[config.mk]
export PLATFORM = sky130hd
export DESIGN_NAME = segment_mux_driver
export DESIGN_NICKNAME = d
export VERILOG_FILES = /design/src/rtl/segment_mux_driver.sv
export SDC_FILE = /design/constraint.sdc
export NUM_CORES = 1
export LEC_CHECK = 0
export CORE_MARGIN = 5
export CORE_UTILIZATION = 54
export DETAILED_ROUTE_END_ITERATION = 16
export GPL_TIMING_DRIVEN = 0
export PLACE_DENSITY = 0.77
export SYNTH_ARGS = -nofsm -noshare
export SYNTH_HDL_FRONTEND = slang
export SYNTH_SLANG_ARGS = --single-unit
[constraint.sdc]
create_clock -name CLK -period 3 [get_ports CLK]
set_input_delay 0.45 -clock CLK [delete_from_list [all_inputs] [get_ports CLK]]
set_output_delay 0.45 -clock CLK [all_outputs]
set_load 0.05 [all_outputs]
[src/rtl/segment_mux_driver.sv]
// -----------------------------------------------------------------------------
// segment_mux_driver
//   Drives a 4-digit multiplexed 7-segment display from the 2-bit digit select
//   produced by display_controller. A 4-digit hex value is accepted over a
//   valid/ready handshake into a pending register and copied into the shadow
//   (displayed) register only at a frame boundary (SEL 3 -> 0), so a frame
//   never mixes old and new digits. Every SEL change turns all anodes off for
//   BLANK_CYCLES cycles to prevent ghosting. Optional leading-zero blanking.
//
// Ports
//   CLK         in   1   system clock
//   RST         in   1   synchronous, active-high reset
//   SEL         in   2   digit select, 0 = least-significant digit
//   DIGITS_IN   in   16  new value, digit k = DIGITS_IN[4k+3:4k]
//   DP_IN       in   4   decimal point per digit, 1 = lit
//   LOAD_VALID  in   1   DIGITS_IN/DP_IN valid
//   LOAD_READY  out  1   block can accept a load
//   LZ_BLANK    in   1   1 = leading-zero suppression on (live)
//   AN          out  4   anodes, active-low
//   SEG         out  7   segments {g,f,e,d,c,b,a}, active-low
//   DP          out  1   decimal point, active-low
// -----------------------------------------------------------------------------
module segment_mux_driver #(
    parameter int BLANK_CYCLES = 1000
) (
    input  logic        CLK,
    input  logic        RST,
    input  logic [1:0]  SEL,
    input  logic [15:0] DIGITS_IN,
    input  logic [3:0]  DP_IN,
    input  logic        LOAD_VALID,
    output logic        LOAD_READY,
    input  logic        LZ_BLANK,
    output logic [3:0]  AN,
    output logic [6:0]  SEG,
    output logic        DP
);

    localparam int CNT_W = (BLANK_CYCLES > 1) ? $clog2(BLANK_CYCLES) : 1;
    localparam logic [CNT_W-1:0] CNT_MAX = CNT_W'(BLANK_CYCLES - 1);

    typedef enum logic {
        ST_BLANK = 1'b0,
        ST_DRIVE = 1'b1
    } state_t;

    // Hex nibble to active-low {g,f,e,d,c,b,a}.
    function automatic logic [6:0] seg_decode(input logic [3:0] nib);
        logic [6:0] seg;
        case (nib)
            4'h0:    seg = 7'h40;
            4'h1:    seg = 7'h79;
            4'h2:    seg = 7'h24;
            4'h3:    seg = 7'h30;
            4'h4:    seg = 7'h19;
            4'h5:    seg = 7'h12;
            4'h6:    seg = 7'h02;
            4'h7:    seg = 7'h78;
            4'h8:    seg = 7'h00;
            4'h9:    seg = 7'h10;
            4'hA:    seg = 7'h08;
            4'hB:    seg = 7'h03;
            4'hC:    seg = 7'h46;
            4'hD:    seg = 7'h21;
            4'hE:    seg = 7'h06;
            4'hF:    seg = 7'h0E;
            default: seg = 7'h7F;
        endcase
        return seg;
    endfunction

    // Digit k is a leading zero when it and all more-significant digits are 0;
    // digit 0 always shows.
    function automatic logic is_leading_zero(input logic [15:0] value,
                                             input logic [1:0]  k);
        logic [15:0] upper;
        upper = value >> {k, 2'b00};
        return (k != 2'd0) && (upper == 16'h0000);
    endfunction

    logic [1:0]       sel_r;
    state_t           state_r;
    logic [CNT_W-1:0] cnt_r;
    logic [15:0]      pend_digits_r;
    logic [3:0]       pend_dp_r;
    logic [15:0]      shadow_digits_r;
    logic [3:0]       shadow_dp_r;

    logic             chg_s;
    logic             boundary_s;
    state_t           state_s;
    logic [CNT_W-1:0] cnt_s;
    logic [3:0]       an_s;
    logic [6:0]       seg_s;
    logic             dp_s;
    logic [3:0]       digit_s;
    logic [3:0]       drive_an_s;
    logic [6:0]       drive_seg_s;
    logic             drive_dp_s;

    assign chg_s      = (SEL != sel_r);
    assign boundary_s = (sel_r == 2'd3) && (SEL == 2'd0);

    // Output pattern for the currently selected digit while driving.
    always_comb begin
        drive_an_s = ~(4'b0001 << sel_r);
        digit_s    = shadow_digits_r[{sel_r, 2'b00} +: 4];
        if (LZ_BLANK && is_leading_zero(shadow_digits_r, sel_r)) begin
            drive_seg_s = 7'h7F;
        end else begin
            drive_seg_s = seg_decode(digit_s);
        end
        drive_dp_s = ~shadow_dp_r[sel_r];
    end

    // Blank/drive next-state and next-output logic.
    always_comb begin
        state_s = state_r;
        cnt_s   = cnt_r;
        an_s    = 4'hF;
        seg_s   = 7'h7F;
        dp_s    = 1'b1;
        case (state_r)
            ST_BLANK: begin
                if (chg_s) begin
                    cnt_s = {CNT_W{1'b0}};
                end else if (cnt_r == CNT_MAX) begin
                    state_s = ST_DRIVE;
                    cnt_s   = {CNT_W{1'b0}};
                    an_s    = drive_an_s;
                    seg_s   = drive_seg_s;
                    dp_s    = drive_dp_s;
                end else begin
                    cnt_s = cnt_r + CNT_W'(1);
                end
            end
            ST_DRIVE: begin
                if (chg_s) begin
                    state_s = ST_BLANK;
                    cnt_s   = {CNT_W{1'b0}};
                end else begin
                    an_s  = drive_an_s;
                    seg_s = drive_seg_s;
                    dp_s  = drive_dp_s;
                end
            end
            default: begin
                state_s = ST_BLANK;
                cnt_s   = {CNT_W{1'b0}};
            end
        endcase
    end

    // SEL tracking, FSM state and registered display outputs.
    always_ff @(posedge CLK) begin
        if (RST) begin
            sel_r   <= 2'd0;
            state_r <= ST_BLANK;
            cnt_r   <= {CNT_W{1'b0}};
            AN      <= 4'hF;
            SEG     <= 7'h7F;
            DP      <= 1'b1;
        end else begin
            sel_r   <= SEL;
            state_r <= state_s;
            cnt_r   <= cnt_s;
            AN      <= an_s;
            SEG     <= seg_s;
            DP      <= dp_s;
        end
    end

    // Load handshake: LOAD_READY low means a load is pending; the pending value
    // moves to the shadow at the next frame boundary. A load accepted on a
    // boundary edge is not yet pending there, so it waits for the next one.
    always_ff @(posedge CLK) begin
        if (RST) begin
            pend_digits_r   <= 16'h0000;
            pend_dp_r       <= 4'h0;
            shadow_digits_r <= 16'h0000;
            shadow_dp_r     <= 4'h0;
            LOAD_READY      <= 1'b1;
        end else if (LOAD_VALID && LOAD_READY) begin
            pend_digits_r <= DIGITS_IN;
            pend_dp_r     <= DP_IN;
            LOAD_READY    <= 1'b0;
        end else if (boundary_s && !LOAD_READY) begin
            shadow_digits_r <= pend_digits_r;
            shadow_dp_r     <= pend_dp_r;
            LOAD_READY      <= 1'b1;
        end else begin
            LOAD_READY <= LOAD_READY;
        end
    end

endmodule

======== Word level (Yosys, flattened, before mapping) ========
Memory sizes are Yosys's and may differ from the RTL's.
Cells that the tools add are included.
operators by class
  $add $sub $neg .......................... 1
  magnitude comparators ................... 1
  eq/ne operators ......................... 4
  shift operators ......................... 3
  mux-type cells .......................... 25
  bitwise logic cells ..................... 4
  reductions and logical operators ........ 11
operator list
  operator                                                     count
  two-way mux 10 bit                                           3
  two-way mux 7 bit                                            4
  one-hot mux 10 bit (2 select lines)                          1
  logical NOT 16 bit                                           1
  indexed part select 16 x 5 -> 4 bit                          1
  >> shifter 16 x 4 -> 16 bit                                  1
  one-hot mux 7 bit (2 select lines)                           1
  two-way mux 4 bit                                            3
  adder 10 x 1 -> 10 bit (second input constant)               1
  equality test 10 bit (second input constant)                 1
  two-way mux 1 bit                                            9
  one-hot mux 4 bit (2 select lines)                           1
  logical AND 1 bit                                            5
  inverter 4 bit                                               1
  one-hot mux 1 bit (2 select lines)                           2
  nonzero test 2 bit                                           2
  << shifter 1 x 2 -> 4 bit (first input constant)             1
  less-than comparator 2 x 3 -> 1 bit (second input constant)  1
  inverter 1 bit                                               3
  binary-select mux 1 bit (select 2 bit)                       1
  equality test 2 bit (second input constant)                  1
  logical NOT 2 bit                                            1
  != test 2 x 1 -> 1 bit (second input constant)               1
  != test 2 bit                                                1
  other kinds (2)                                              2
word-level totals
  flip-flop bits (word level) ............. 66
  bits in read-only memories .............. 112
  word-level logic and storage cells ...... 61
  memories ................................ 1
memories
  memory           words  bits a word  rd ports  clocked after Yosys merged registers in  write ports  RTL line  RTL
  (no name shown)  16     7            1         0                                        0            50        case (nib)

======== Longest topological paths before layout ========
  depth in word-level cells ............... 8
  depth in mapped cells ................... 10
  mapped depth without buffers ............ 8

======== Least setup slack after synthesis ========
OpenSTA, ideal clock, no wires.
  path kind ............................... reg2reg
  start ................................... reg sel_r[0]
  end ..................................... reg SEG[0]
  library setup time ...................... 0.131 ns
  arrival ................................. 1.921 ns
  data required time ...................... 2.869 ns
  path slack .............................. 0.949 ns
  stages on the path, launching flop included .. 8
  path buffers ............................ 1
  clock period less this slack ............ 2.051 ns
  path through ............................ dfxtp_1 > buf_6 > mux4_2 > ha_1 > mux2_2 > o32ai_1 > a21o_1 > o31ai_1
between the ends
  longest elaborated chain between the ends .. 8
  elaborated cells on any way between the ends .. 13
  those cells by class .................... 1 x eq/ne; 2 x shift; 5 x mux; 4 x reduce/logical; 1 x memory
RTL lines
  what                                                              RTL line  RTL
  from (decl)                                                       81        logic [1:0] sel_r;
  from (signal assigned)                                            157       sel_r <= 2'd0;
  from (signal assigned)                                            164       sel_r <= SEL;
  branches (longest 7 deep; another with memory read (16 x 7 bit))  -
  one-hot mux 7 bit (2 select lines) *                              123       case (state_r)
  to (signal assigned)                                              168       SEG <= seg_s;
  to (decl)                                                         35        output logic [6:0] SEG,
Mark *: on every way between the ends.
A chain may end at the register's enable or synchronous reset.

======== Final worst setup path ========
Same ends and word-level chain as after synthesis.

==> reports/metrics.cfg <==
[setup_path]
setup.worst_path.start_class = flip-flop
slowest_delay_ps = 590
cpMaxStageDelayCell = mux4_2
r2r-start = sel_r[0]
end_kind = flip-flop
critPathLaunch = sel_r[0]
cp.required_ps = 3240
arrival_ps = 2560
critPathTopFamily = multiplexers
path_depth = 8
cp_max_fo = 10
reg2reg_depth = 8
critPathKind = flip-flop to flip-flop
r2r-end = SEG[0]
crit_buf_inv = 2
path_cells = buf_6 -> mux4_2 -> inv_1 -> ha_1 -> mux2_2 -> o32ai_1 -> a21o_1 -> o31ai_1
r2r_slack_ps = 680

[logic_synthesis]
synthTopCellsByCount = 97 x nand2_1, 66 x dfxtp_1, 47 x a21oi_1
synth_adder_area_share = 0.02985
synth_top_area_frac = 0.4503
avgSynthCellArea_um2 = 8.604
ys_seq_area_frac = 0.4503
ys_types = 53
synth.most_common_cell = nand2_1
synth.ff_latch_count = 66
synth-compound-area-share = 0.1565
synth_nets = 374
dominantRegCellSynth = dfxtp_1
synth_top_family_by_area = simple AND/OR/NAND/NOR gates
yosysWarnings = 0
synth_xor_area_frac = 0.02004
synth_cells = 341
synth_area_leaders = dfxtp_1 45%, nand2_1 12%, a21oi_1 8.0%, ha_1 3.0%, mux4_2 2.3%
synth_edf_count = 0
syn_area_um2 = 2934
synth_mux_area_frac = 0.07505
synth_area_leader_cell = dfxtp_1
async_flop_share = 0
synth-simple-area-share = 0.2230

[routing]
first_pass_iters = 4
detail-route-antenna-nets = 0
first_iter_violations = 138
avgRoutedWirePerCell_um = 12.78
drc_errors = 0
vias_per_cell = 5.272
vias = 2446
routed_wl_um = 5932

[clock_tree]
clock-sinks = 66
clock_latency_ps = 340
cts_setup_buffers = 0
cts.clk_slew.worst_paths_ps = 70
tritoncts = done
ctsResizeCount = 0
cts_max_path_buffers = 2
clock-root-buffer = clkbuf_8
cts_buffers = 9
htree_levels = 3
cts.hold.buffers_added = 0

[floorplan]
die-area_um2 = 7007
die_height_um = 83.71
initial_core_util = 0.5637
rows = 26
ioPinCount = 39
die_w_um = 83.71
core_area_um2 = 5205

[pwr]
peakVddDrop_v = 0.0003496
power_leakage_nw = 1.306
power_per_cell_area_nw_per_um2 = 475.2

[placed_design]
gp_congestion = 0.7755
portBuffers = 38
dp.final_hpwl_um = 4392

[final_layout]
fill_cells = 451
synthToLayoutAreaGrowth_pct = 21.79
antenna_cells = 0
fin_util = 0.6865
drive_gt1_frac = 0.09645
nets = 423

[timing]
setup-tns-final_ps = 0
post-route-period-util = 0.7744
slew_viol_final = 0
fmax_ghz = 0.4304
setup_viol = 0
hold_violations = 0
slew_headroom = 0.6669
tightest_slew_ps = 498.1
rsz0062_at_grt = false
clock_skew_ps = 9.996
period_needed_ps = 2323

[global_routing]
grt_max_degree = 11
track_usage = 0.1776
gr-total-overflow = 0
antenna_found_initial = 0
grt_pass1_wl_um = 10220
grt_pass1_vias = 2380

[worst_hold_path]
hold_path_class = flip-flop to flip-flop
min_from = pend_digits_r[4]
whs_path_depth = 2
min_to = shadow_digits_r[4]

[run_status]
status = complete, no violations

[flow_run]
drv_cap = 0

[placed cells by master (no fill, tap or decap), types with 2 or more instances in the layout]
cell type / synthesis / routed
nor2b_1: 2 / 2
and3_1: 3 / 3
clkbuf_8: 0 / 11
buf_6: 4 / 4
clkdlybuf4s50_1: 0 / 38
xor2_1: 2 / 2
o211ai_1: 3 / 3
mux2_2: 3 / 3
a41oi_1: 2 / 2
nand3_1: 8 / 8
mux4_2: 3 / 3
nand4_1: 3 / 3
nor2_1: 15 / 15
o21ai_0: 3 / 3
a22o_1: 2 / 2
mux2_4: 2 / 2
nor4_1: 2 / 2
ha_1: 7 / 7
mux2i_1: 3 / 3
nand2_1: 97 / 97
nand2b_1: 2 / 2
nor3b_1: 2 / 2
xnor2_2: 2 / 2
dfxtp_1: 66 / 66
nor3_1: 4 / 4
inv_1: 7 / 7
clkbuf_1: 13 / 15
a21oi_1: 47 / 47
and2_1: 2 / 2
mux2i_4: 2 / 2
a31oi_1: 6 / 6
[layer usage]
layer  global-route usage  share of wire  up-vias
li1                     -              -     1273
met1               0.2104           0.45     1108
met2               0.3008           0.48       58
met3              0.03653          0.057        7
met4              0.09357          0.014        0
met5                    0              0        -
[worst register-to-register path, cell delays in order (launching register included)]
cell	delay, ps
dfxtp_1	330
buf_6	160
mux4_2	600
inv_1	140
ha_1	330
mux2_2	210
o32ai_1	70
a21o_1	170
o31ai_1	210
[kinds of logic (layout without fill, tap and decap cells)]
| group | count (synthesis) | after routing |
|---|---|---|
| AND/OR/NAND/NOR | 148 | 148 |
| multiplexers | 14 | 14 |
| XOR/XNOR | 5 | 5 |
| flip-flops | 66 | 66 |
| buffers and inverters | 26 | 79 |
| AO/OA/AOI/OAI | 75 | 75 |
| adder cells (fa/ha/maj) | 7 | 7 |
[registers in the layout, indices dropped and copies added, names as in the netlist]
signal and flops:
DP 1, sel_r 2, AN 4, pend_digits_r 16
state_r 1, SEG 7, pend_dp_r 4, LOAD_READY 1
shadow_digits_r 16, shadow_dp_r 4, cnt_r 10
[final cells by class]
type / count / area [um2] / area share
clock inverters: 2 / 12.51 / 0.003501
inverters: 7 / 26.28 / 0.007353
well taps: 70 / 87.58 / 0.02451
clock buffers: 13 / 158.9 / 0.04447
multi-input cells: 249 / 1480 / 0.4142
repair buffers: 38 / 380.4 / 0.1064
plain buffers: 19 / 106.4 / 0.02976
flip-flops and latches: 66 / 1321 / 0.3697
[worst max path at each step]
stage | endpoint
after floorplan | SEG[0]
after global placement | SEG[2]
after detailed placement | SEG[2]
after CTS | SEG[0]
after global routing | SEG[0]
final | SEG[0]
[through the flow]
stage	cells	instance area [um2]	hold slack, ps	worst slack [ps]	power, mW
after floorplan	341	2934	432.1	948.8	1.003
after global placement	449	3402	441.3	762.6	1.055
after detailed placement	449	3402	444.7	730.3	1.059
after CTS	464	3573	454.6	681.1	1.707
after global routing	464	3573	469.9	516.7	1.756
final	464	3573	453.1	676.7	1.698
[report_power, final]
part	internal [mW]	total (mW)	switching, mW
Sequential	0.895	0.907	0.0116
Clock	0.340	0.659	0.319
Combinational	0.0643	0.132	0.0677
Total	1.30	1.70	0.398
(Power assumes the default switching activity.)
